[config.mk]
export PLATFORM = sky130hd
export DESIGN_NAME = adderw3_arbiter
export DESIGN_NICKNAME = d
export VERILOG_FILES = /design/src/rtl/adderw3_arbiter.sv
export SDC_FILE = /design/constraint.sdc
export NUM_CORES = 1
export LEC_CHECK = 0
export BUFFER_PORTS_ARGS = -buffer_cell sky130_fd_sc_hd__buf_2
export CAP_MARGIN = 5
export CORE_UTILIZATION = 52
export DETAILED_ROUTE_END_ITERATION = 6
export PLACE_DENSITY = 0.89
export SKIP_LAST_GASP = 1
export SYNTH_ARGS = -nofsm -noshare
export SYNTH_HDL_FRONTEND = slang
export SYNTH_SLANG_ARGS = --single-unit
[constraint.sdc]
create_clock -name clk -period 15.7 [get_ports clk]
set_input_delay 3.925 -clock clk [delete_from_list [all_inputs] [get_ports clk]]
set_output_delay 3.925 -clock clk [all_outputs]
set_load 0.03 [all_outputs]
[src/rtl/adderw3_arbiter.sv]
// rtl/adderw3_arbiter.sv - round-robin arbiter sharing a 2-stage saturating 3-input adder
// Grants one of N requesters per cycle and returns a tagged, clamped sum with backpressure.
module adderw3_arbiter #(
   parameter  int W    = 10,
   parameter  int N    = 4,
   parameter  int CNTW = 16,
   localparam int IDW  = (N > 1) ? $clog2(N) : 1
) (
   input  logic              clk,
   input  logic              rst,
   input  logic [N-1:0]      req_valid,
   output logic [N-1:0]      req_ready,
   input  logic [N*W-1:0]    req_a,
   input  logic [N*W-1:0]    req_b,
   input  logic [N*W-1:0]    req_c,
   output logic              res_valid,
   input  logic              res_ready,
   output logic [W-1:0]      res_sum,
   output logic [IDW-1:0]    res_id,
   output logic              res_sat,
   output logic [CNTW-1:0]   sat_count,
   input  logic              clr_stats
);

   logic [IDW-1:0]  r_ptr;
   logic            r_s1_valid;
   logic [IDW-1:0]  r_s1_id;
   logic [W+1:0]    r_raw;
   logic            r_res_valid;
   logic [W-1:0]    r_res_sum;
   logic [IDW-1:0]  r_res_id;
   logic            r_res_sat;
   logic [CNTW-1:0] r_sat_count;

   logic            w_adv;
   logic            w_any;
   logic            w_hs;
   logic [IDW-1:0]  w_gnt;
   logic [IDW-1:0]  w_scan;
   logic [W-1:0]    w_a;
   logic [W-1:0]    w_b;
   logic [W-1:0]    w_c;
   logic [W+1:0]    w_sum;
   logic [W-1:0]    w_sat_sum;
   logic            w_sat;

   assign w_adv = !r_res_valid || res_ready;

   // Scan from the far end back toward ptr so the closest valid requester wins.
   always_comb begin
      w_any  = 1'b0;
      w_gnt  = '0;
      w_scan = '0;
      for (int k = N - 1; k >= 0; k--) begin
         w_scan = IDW'((int'(r_ptr) + k) % N);
         if (req_valid[w_scan]) begin
            w_any = 1'b1;
            w_gnt = w_scan;
         end
      end
   end

   assign w_hs      = rst && w_adv && w_any;
   assign req_ready = w_hs ? (N'(1) << w_gnt) : '0;

   always_comb begin
      w_a = '0;
      w_b = '0;
      w_c = '0;
      for (int i = 0; i < N; i++) begin
         if (w_gnt == IDW'(i)) begin
            w_a = req_a[i*W +: W];
            w_b = req_b[i*W +: W];
            w_c = req_c[i*W +: W];
         end
      end
   end

   // Two guard bits make the three-way sum exact.
   assign w_sum = {{2{w_a[W-1]}}, w_a} + {{2{w_b[W-1]}}, w_b} + {{2{w_c[W-1]}}, w_c};

   always_comb begin
      w_sat_sum = r_raw[W-1:0];
      w_sat     = 1'b0;
      case (r_raw[W+1:W-1])
         3'b000, 3'b111: begin
            w_sat_sum = r_raw[W-1:0];
            w_sat     = 1'b0;
         end
         3'b001, 3'b010, 3'b011: begin
            w_sat_sum = {1'b0, {(W-1){1'b1}}};
            w_sat     = 1'b1;
         end
         default: begin
            w_sat_sum = {1'b1, {(W-1){1'b0}}};
            w_sat     = 1'b1;
         end
      endcase
   end

   always_ff @(posedge clk) begin
      if (!rst) begin
         r_ptr       <= '0;
         r_s1_valid  <= 1'b0;
         r_s1_id     <= '0;
         r_raw       <= '0;
         r_res_valid <= 1'b0;
         r_res_sum   <= '0;
         r_res_id    <= '0;
         r_res_sat   <= 1'b0;
         r_sat_count <= '0;
      end else begin
         if (w_adv) begin
            r_s1_valid  <= w_hs;
            r_s1_id     <= w_gnt;
            r_raw       <= w_sum;
            r_res_valid <= r_s1_valid;
            r_res_sum   <= w_sat_sum;
            r_res_id    <= r_s1_id;
            r_res_sat   <= w_sat;
         end
         if (w_hs) begin
            r_ptr <= IDW'((int'(w_gnt) + 1) % N);
         end
         // Clear beats a same-cycle increment; the counter sticks at all-ones.
         if (clr_stats) begin
            r_sat_count <= '0;
         end else if (r_res_valid && res_ready && r_res_sat && !(&r_sat_count)) begin
            r_sat_count <= r_sat_count + 1'b1;
         end
      end
   end

   assign res_valid = r_res_valid;
   assign res_sum   = r_res_sum;
   assign res_id    = r_res_id;
   assign res_sat   = r_res_sat;
   assign sat_count = r_sat_count;

endmodule
After elaboration in Yosys (flattened, before gate mapping)
Cells that the tools add are included.

Bits in registers: 47. Output and inout port bits: 34.

$add $sub $neg: 7. Order comparisons: 4. Eq/ne operators: 7. Shift operators: 1. Multiplexer cells: 31. Bitwise operators: 1. Reductions and logical operators: 14.

Operator list (number): $mux 10 (12); $pmux 10 s2 (1); $add 16x1->16 const B (1); $reduce_and 16->1 (1); $add 11x10->12 (1); $lt 2x3->1 const B (4); $add 10x10->11 (1); $mux 1 (9); $bmux 1 s2 (4); $mux 2 (4); $eq 3x2->1 const B (2); $logic_and 1x1->1 (5); $add 2x1->2 const B (2); $add 2x2->2 const B (2); $eq 2x2->1 const B (2); $mux 4 (1); $reduce_or 2->1 (2); $shl 1x2->4 const A (1); $eq 3x1->1 const B (1); $eq 3x3->1 const B (1); $logic_not 3->1 (1); $reduce_or 3->1 (1); $eq 2x1->1 const B (1); $logic_not 1->1 (2); other kinds (3) (3).

Depth between registers and ports, before layout
Gate-level depths: netlist (run 1).

Depth after elaboration: 14. Depth in mapped cells: 21. Gate-level depth less buffers: 19.

Least setup slack after synthesis (run 1)
Ideal clock, no wire load.

Kind: input to output. Start point: input req_valid[2]. End point: output req_ready[1]. Arrival: 5.571 ns. Required time: 11.775 ns. Slack: 6.204 ns. Cell stages on the path: 7. Path buffers: 2. Cells stage by stage: mux2i_1 -> nor2_1 -> nor3_1 -> ha_1 -> clkbuf_1 -> clkbuf_1 -> and2_1.

Longest elaborated chain between the ends: 8. Elaborated cells on any way between the ends: 19. Those cells by class: shift: 1; mux: 17; reduce/logical: 1.

RTL lines: start: declaration (line 11) `input logic [N-1:0] req_valid,`; $bmux 1 s2 (line 56) `if (req_valid[w_scan]) begin`; $mux 1 (not written as such) (line 56); $mux 2 (3 in series) (line 56); $mux 2 (*) (line 56); named net w_gnt[0] (line 38) `logic [IDW-1:0] w_gnt;`; $shl 1x2->4 (*) (line 64) `assign req_ready = w_hs ? (N'(1) << w_gnt) : '0;`; $mux 4 (*) (line 64); end: declaration (line 12) `output logic [N-1:0] req_ready,`.

The timed path passes the listed nets; every way through them passes the cells marked *. The select of a mux whose other input is x is not followed.

Final worst setup path (run 1)
Start point: input req_valid[0]. End point: output req_ready[3].

Same word-level chain as after synthesis.

==> results of run 1 <==
## kinds of logic after synthesis
group                      Yosys count
muxes                                4
AOI/OAI and AO/OA                  155
DFF                                 47
buffers and inverters               59
adders and majority gates           26
and+or+nand+nor                    189
xor gates and xnor gates            17
## worst min-delay path, delay by kind of cell, from the launching register on
family	cells	cell delay, ns
AND/OR/NAND/NOR	1	0.04
AO/OA/AOI/OAI	1	0.05
flip-flops	1	0.33
## stage by stage
step / cells / total power (W) / hold WS [ns] / setup WS [ns]
final: 716 / 0.0007699 / 0.4587 / 5.700
after global routing: 716 / 0.0008462 / 0.4847 / 5.483
after CTS: 716 / 0.0007686 / 0.4628 / 5.669
after detailed placement: 708 / 0.0006968 / 0.4422 / 5.678
after global placement: 708 / 0.0006750 / 0.4367 / 5.766
after floorplan: 497 / 0.0005669 / 0.4254 / 6.204
## state kept, by name (all words and copies together), names as in the netlist
register,count
res_sat,1
r_s1_id,2
r_s1_valid,1
r_raw,12
r_ptr,2
res_valid,1
res_sum,10
sat_count,16
res_id,2
## final timing paths
kind | depth (start not counted) | end
setup / recovery | 7 | req_ready[3]
setup reg to reg | 19 | r_raw[9]
hold / removal | 2 | res_sum[2]
hold reg to reg | 2 | res_sum[2]
## cell usage after synthesis (all sizes together) (5+ instances only)
cell type  number
a21oi          72
nor2           58
nand2          49
dfxtp          47
o21ai          36
clkbuf         27
inv            27
nand3b         18
ha             15
nor3           15
xor2           15
fa             11
nor2b          11
a221oi          9
a22o            9
nand3           8
and2            7
and3            5
buf             5
## cell type report
cell class              count  share of cell area (%)
multi-input cells         391                   54.63
flip-flops and latches     47                   20.84
repair buffers            163                   18.18
inverters                  27                   2.245
well taps                  80                   2.217
clock buffers               6                   1.608
clock inverters             2                  0.2772
## metal layers
layer	vias up	wire length (microns)
met5	-	0
met4	0	429
met3	48	664
met2	187	5310
met1	1861	4293
li1	2024	-
## where the power goes
part / total (W) / leakage (nW) / internal, W / switching, W
Combinational: 0.000533 / 1.68 / 0.000218 / 0.000315
Clock: 0.0000708 / 0.0412 / 0.0000311 / 0.0000396
Sequential: 0.000166 / 0.386 / 0.000147 / 0.0000189
Total: 0.000770 / 2.10 / 0.000396 / 0.000374
==> metrics, run 1 <==
status finished clean; syn_area_per_cell around 7.3 sq um; design area 0.004514 sq mm; CTS Buf Count 5; setup violators final 0; mux cell area share after synthesis 1.104%; type of the worst setup path primary input to output pin; worst hold path class register to register; Clock Tree Buf Depth 2; fill count 610; sequential area share after synthesis 25.95%; CP top delay family adder cells; layer with the highest usage met2; H-tree Lvls 2; DR vias 4120; Post-synth EDFFs 0; unrepaired setup endpoints after global routing no; WL final 10700 microns; Die H 85.51 microns; most area-hungry cell type in the Yosys netlist dfxtp_1; top flip-flop cell by instance count after synthesis dfxtp_1; Req. time, crit path ~12 ns; Slew Viols, Final 0; Final HPWL DP roughly 8300 microns; # DRC 0; PortBufs around 160; CTS Sinks 47; Critical Path Start Type primary input; First-pass DRT Iterations 5; hold path startpoint res_sum[2]; multi-input logic area 0.002466 sq mm; FF-to-FF setup slack 10.26 ns; CTS root buffer clkbuf_8; Critical Path Sink Type output pin; Initial Utilization 53.67%; Post-synth ARST share 0%; first-pass GRT wire length 17510 microns; grt met2 use 53.24%; Area Growth Syn to Fin 24.50%; Post-Synthesis Cells 497; largest net degree at the start of global routing 62; most frequent cells in the layout buf_2, a21oi_1, nor2_1; Hold Vio Cnt, Final 0; # hold bufs at CTS 0; setup_tns 0 ns; FF-to-FF Start r_ptr[1]; Post-CTS Setup Inserts 0; Worst Clk Skew about 0.0093 ns; Antenna Cells 0; largest family of logic cells by synthesized area compound AO/OA/AOI/OAI gates; post-synth top area share 25.95%; Mapped Nets roughly 650; GR Overflow Total 0; compound-cell area share of the yosys netlist 26.12%; core area around 0.0068 sq mm; Post-DP Area 0.004429 sq mm; normalized max-slew margin 35.73%; layout cells sized above 1 between 20% and 30%; met1 Resource Use GR 34.08%; Cell Rows 30; WL/cell 14.94 microns; power density cells roughly 170 mW/mm^2; Slowest cell on crit path ha_2; Worst path most repeated cell buf_2; Tmin final 10.00 ns; Seq cells post-synth 47; Nets 789; vias in the first global route between 3000 and 4000; drt via density 5.754; f_max 100.0 MHz; antenna viol nets, final 0; # IOs 162; GP Congestion roughly 0.94; sequential cell area 940.9 sq um; Synth area leaders dfxtp_1, a21oi_1, fa_1, nor2_1, ha_1; Slew @ Worst Pin 0.9640 ns; Netlist cell types 46; CTS tree built; Critical Path Start req_valid[0]; synthesized area 0.003626 sq mm; final core utilization roughly two thirds; most common cell after layout, fill and taps aside buf_2; MaxCap Viol Count 0; final worst-path cycle share 63.70%; crit-path cells buf_2 -> mux2i_1 -> nor2_1 -> nor3_1 -> ha_2 -> and2_1 -> buf_2; Synth Area in Simple Gates 25.29%; Clock Latency Late Sink 0.30 ns; crit path DAT 6.08 ns; post-synthesis xor/xnor area fraction 4.106%; antenna violations before repair 0; GRT Total Usage a little under 30%; Worst VDD drop between 100 and 150 uV; # resized after CTS 0; Reg clk slew, reported paths 0.09 ns; DRT iter0 DRCs 173; routing usage on met3 5.775%; Post-Synth Adder-Cell Area 11.25%; CP bufs+invs 2; DIE WIDTH 85.51 microns; Worst Path Max Fanout 61; Leak roughly 2.1 nW; die area between 0.007 and 0.008 sq mm; Synth warnings 0; slowest stage delay, CP 0.92 ns
Power figures use the tool's default switching activity.
==> run 2, diff against run 1 <==
--- a/config.mk
+++ b/config.mk
@@ -7,9 +7,9 @@
 export LEC_CHECK = 0
 export BUFFER_PORTS_ARGS = -buffer_cell sky130_fd_sc_hd__buf_2
 export CAP_MARGIN = 5
-export CORE_UTILIZATION = 52
+export CORE_UTILIZATION = 44
 export DETAILED_ROUTE_END_ITERATION = 6
-export PLACE_DENSITY = 0.89
+export PLACE_DENSITY = 0.8
 export SKIP_LAST_GASP = 1
 export SYNTH_ARGS = -nofsm -noshare
 export SYNTH_HDL_FRONTEND = slang
==> constraint.sdc (replaced) <==
create_clock -name clk -period 8.26 [get_ports clk]
set_input_delay 2.065 -clock clk [delete_from_list [all_inputs] [get_ports clk]]
set_output_delay 2.065 -clock clk [all_outputs]
set_load 0.03 [all_outputs]
==> run 2 against run 1 <==
Against the previous run:
- die area rose by 18%
- clock skew fell by 0.0024 ns
- first-iteration DRC count rose by 36%
- utilization fell by 8.5 points
- via count fell by 1.6%
- register-to-register slack got worse by 7.5 ns
- non-clock buffer count did not move
==> metrics, run 2 (synthesis gave the netlist of run 1 again) <==
WHS Path Cells 2 (unchanged); # hold bufs at CTS 0 (unchanged); multi-input logic area 0.002466 sq mm (unchanged); Worst path most repeated cell inv_1 (was buf_2); Clock Tree Buf Depth 2 (unchanged); max reg flops 16 (unchanged); antenna viol nets, final 0 (unchanged); clock network power share 11.6% (was 9.2%); reg2reg end r_raw[9] (unchanged); Leak 2.124 nW (was 2.104 nW); PortBufs 161 (unchanged); internal power 0.0007913 W (was 0.0003960 W); Hold Vio Cnt, Final 0 (unchanged); Nets 789 (unchanged); Worst Path Max Fanout 20 (was 61); Tmin final 6.959 ns; # DRC 0 (unchanged); Slew @ Worst Pin 0.9760 ns (was 0.9640 ns); # IOs 162 (unchanged); slowest stage delay, CP 0.69 ns (was 0.92 ns); CTS Sinks 47 (unchanged); hold path startpoint res_sum[1] (was res_sum[2]); WL/cell 13.64 microns (was 14.94 microns); drt via density 5.495 (was 5.754); FF-to-FF Start r_ptr[1] (unchanged); fill count 728 (was 610); Clock Latency Late Sink 0.30 ns (about the same); power density cells 325.9 mW/mm^2 (was 170.5 mW/mm^2); # resized after CTS 0 (unchanged); Sw Pwr 0.0006994 W (was 0.0003739 W); Final HPWL DP 7829 microns (was 8313 microns); Min Hold Slack 0.4580 ns (was 0.4587 ns); Sw Ratio 46.92% (was 48.57%); Worst VDD drop 161.7 uV (was 130.4 uV); sequential cell area 940.9 sq um (unchanged); Slew Viols, Final 0 (unchanged); worst hold path class register to register (unchanged); FF-to-FF setup slack 2.72 ns (was 10.26 ns); First-pass DRT Iterations 4 (was 5); type of the worst setup path primary input to register (was primary input to output pin); first-pass GRT wire length 16430 microns (was 17510 microns); normalized max-slew margin 34.94% (was 35.73%); layout cells sized above 1 27.83% (was 27.67%); Cell Rows 32 (was 30); setup violators final 0 (unchanged); overall power 0.001491 W (was 0.0007699 W); Area Growth Syn to Fin 26.16% (was 24.50%); Critical Path Start Type primary input (unchanged); largest net degree at the start of global routing 62 (unchanged); Req. time, crit path 8.45 ns (was 11.77 ns); Initial Utilization 46.21% (was 53.67%); Die H 92.78 microns (was 85.51 microns); CTS Buf Count 5 (unchanged); DIE WIDTH 92.78 microns (was 85.51 microns); final core utilization 58.29% (was 66.81%); Post-CTS Setup Inserts 0 (unchanged); WHS Endpoint res_sum[1] (was res_sum[2]); unrepaired setup endpoints after global routing no (unchanged); setup_tns 0 ns (unchanged); MaxCap Viol Count 0 (unchanged); GRT Total Usage 23.28% (was 29.62%); GR Overflow Total 0 (unchanged); vias in the first global route 3766 (was 3963); crit-path cells buf_2 -> a21oi_1 -> o21ai_0 -> o2bb2a_1 -> inv_1 -> ha_1 -> nor2b_1 -> a221oi_1 -> nor3_1 -> a21oi_1 -> fa_1 -> inv_1 -> ha_1 -> inv_1 -> fa_1 -> nor2b_1 -> o31ai_2 -> a2111oi_0 -> o21ai_0 -> a32o_1 (was buf_2 -> mux2i_1 -> nor2_1 -> nor3_1 -> ha_2 -> and2_1 -> buf_2); status finished clean (unchanged); Seq pwr share 20.9% (was 21.5%); Reg clk slew, reported paths 0.08 ns (was 0.09 ns); CP bufs+invs 4 (was 2); DR vias 4055 (was 4120); crit path DAT 7.15 ns (was 6.08 ns); f_max between 100 and 150 MHz; CP top delay family compound AO/OA/AOI/OAI gates (was adder cells); Antenna Cells 0 (unchanged); GP Congestion 0.8765 (was 0.9387); core area 0.007848 sq mm (was 0.006756 sq mm); CTS root buffer clkbuf_8 (unchanged); antenna violations before repair 0 (unchanged); Comb pwr share 67.5% (was 69.3%); cell depth of the worst flop-to-flop path 19 (unchanged); most frequent cells in the layout buf_2, a21oi_1, nor2_1 (unchanged); most common cell after layout, fill and taps aside buf_2 (unchanged); die area 0.008608 sq mm (was 0.007311 sq mm); Slowest cell on crit path nor2b_1 (was ha_2); DRT iter0 DRCs 236 (was 173); CTS tree built (unchanged); H-tree Lvls 2 (unchanged); final worst-path cycle share 84.25%; Worst Clk Skew 0.006833 ns (was 0.009264 ns); Critical Path Sink Type register (was output pin); WL final 10070 microns (was 10700 microns)
run 2: cell types whose count changed in the layout (fill, tap and decap cells not counted):
| cell | previous run | this run |
|---|---|---|
| clkbuf_8 | 5 | 6 |
| clkbuf_1 | 1 | 0 |
| clkinvlp_4 | 1 | 0 |
| bufinv_16 | 0 | 1 |
run 2: worst max path at each step:
stage | start | depth (start not counted) | to
after global placement | req_valid[0] | 20 | r_raw[9]
after CTS | req_valid[0] | 20 | r_raw[9]
after floorplan | req_valid[2] | 20 | r_raw[9]
after global routing | req_valid[0] | 20 | r_raw[9]
after detailed placement | req_valid[0] | 20 | r_raw[9]
final | req_valid[0] | 20 | r_raw[9]
run 2: area by class of cell:
type / count / share of cell area [%]
Multi-Input combinational cell: 391 / 53.91
Tap cell: 102 / 2.790
Clock buffer: 6 / 1.805
Inverter: 27 / 2.216
Clock inverter: 2 / 0.7659
Timing Repair Buffer: 163 / 17.94
Sequential cell: 47 / 20.57
run 2: worst register-to-register path: stages (launching register included):
cell       delay (ns)
dfxtp_1          0.45
a21oi_1          0.09
o21ai_0          0.15
o2bb2a_1         0.27
inv_1            0.11
ha_1             0.63
nor2b_1          0.69
a221oi_1         0.18
nor3_1           0.24
a21oi_1          0.10
fa_1             0.51
inv_1            0.07
ha_1             0.19
inv_1            0.07
fa_1             0.40
nor2b_1          0.19
o31ai_2          0.12
a2111oi_0        0.53
o21ai_0          0.16
a32o_1           0.29
run 2: power by group through the flow:
stage | sequential [W] | clock [W] | combinational, W
after floorplan | 0.000349 | 0 | 0.000728
after global placement | 0.000315 | 0 | 0.000973
after detailed placement | 0.000317 | 0 | 0.00100
after CTS | 0.000312 | 0.000175 | 0.00101
after global routing | 0.000318 | 0.000187 | 0.00114
final | 0.000311 | 0.000173 | 0.00101
run 2: metrics by stage:
step,std cells,setup WS (ns),area (sq um)
2_1_floorplan,497,2.270,3626
3_3_place_gp,730,1.456,4457
3_5_place_dp,730,1.171,4457
4_1_cts,738,1.445,4574
5_1_grt,738,0.9121,4574
6_report,738,1.301,4574
run 2: metal layers:
layer | vias up | GRT usage, % | wire length (microns)
met2 | 145 | 41.73 | 5165
met5 | - | 0 | 0
met1 | 1862 | 27.87 | 4166
met3 | 22 | 4.351 | 556
li1 | 2026 | - | -
met4 | 0 | 7.179 | 181
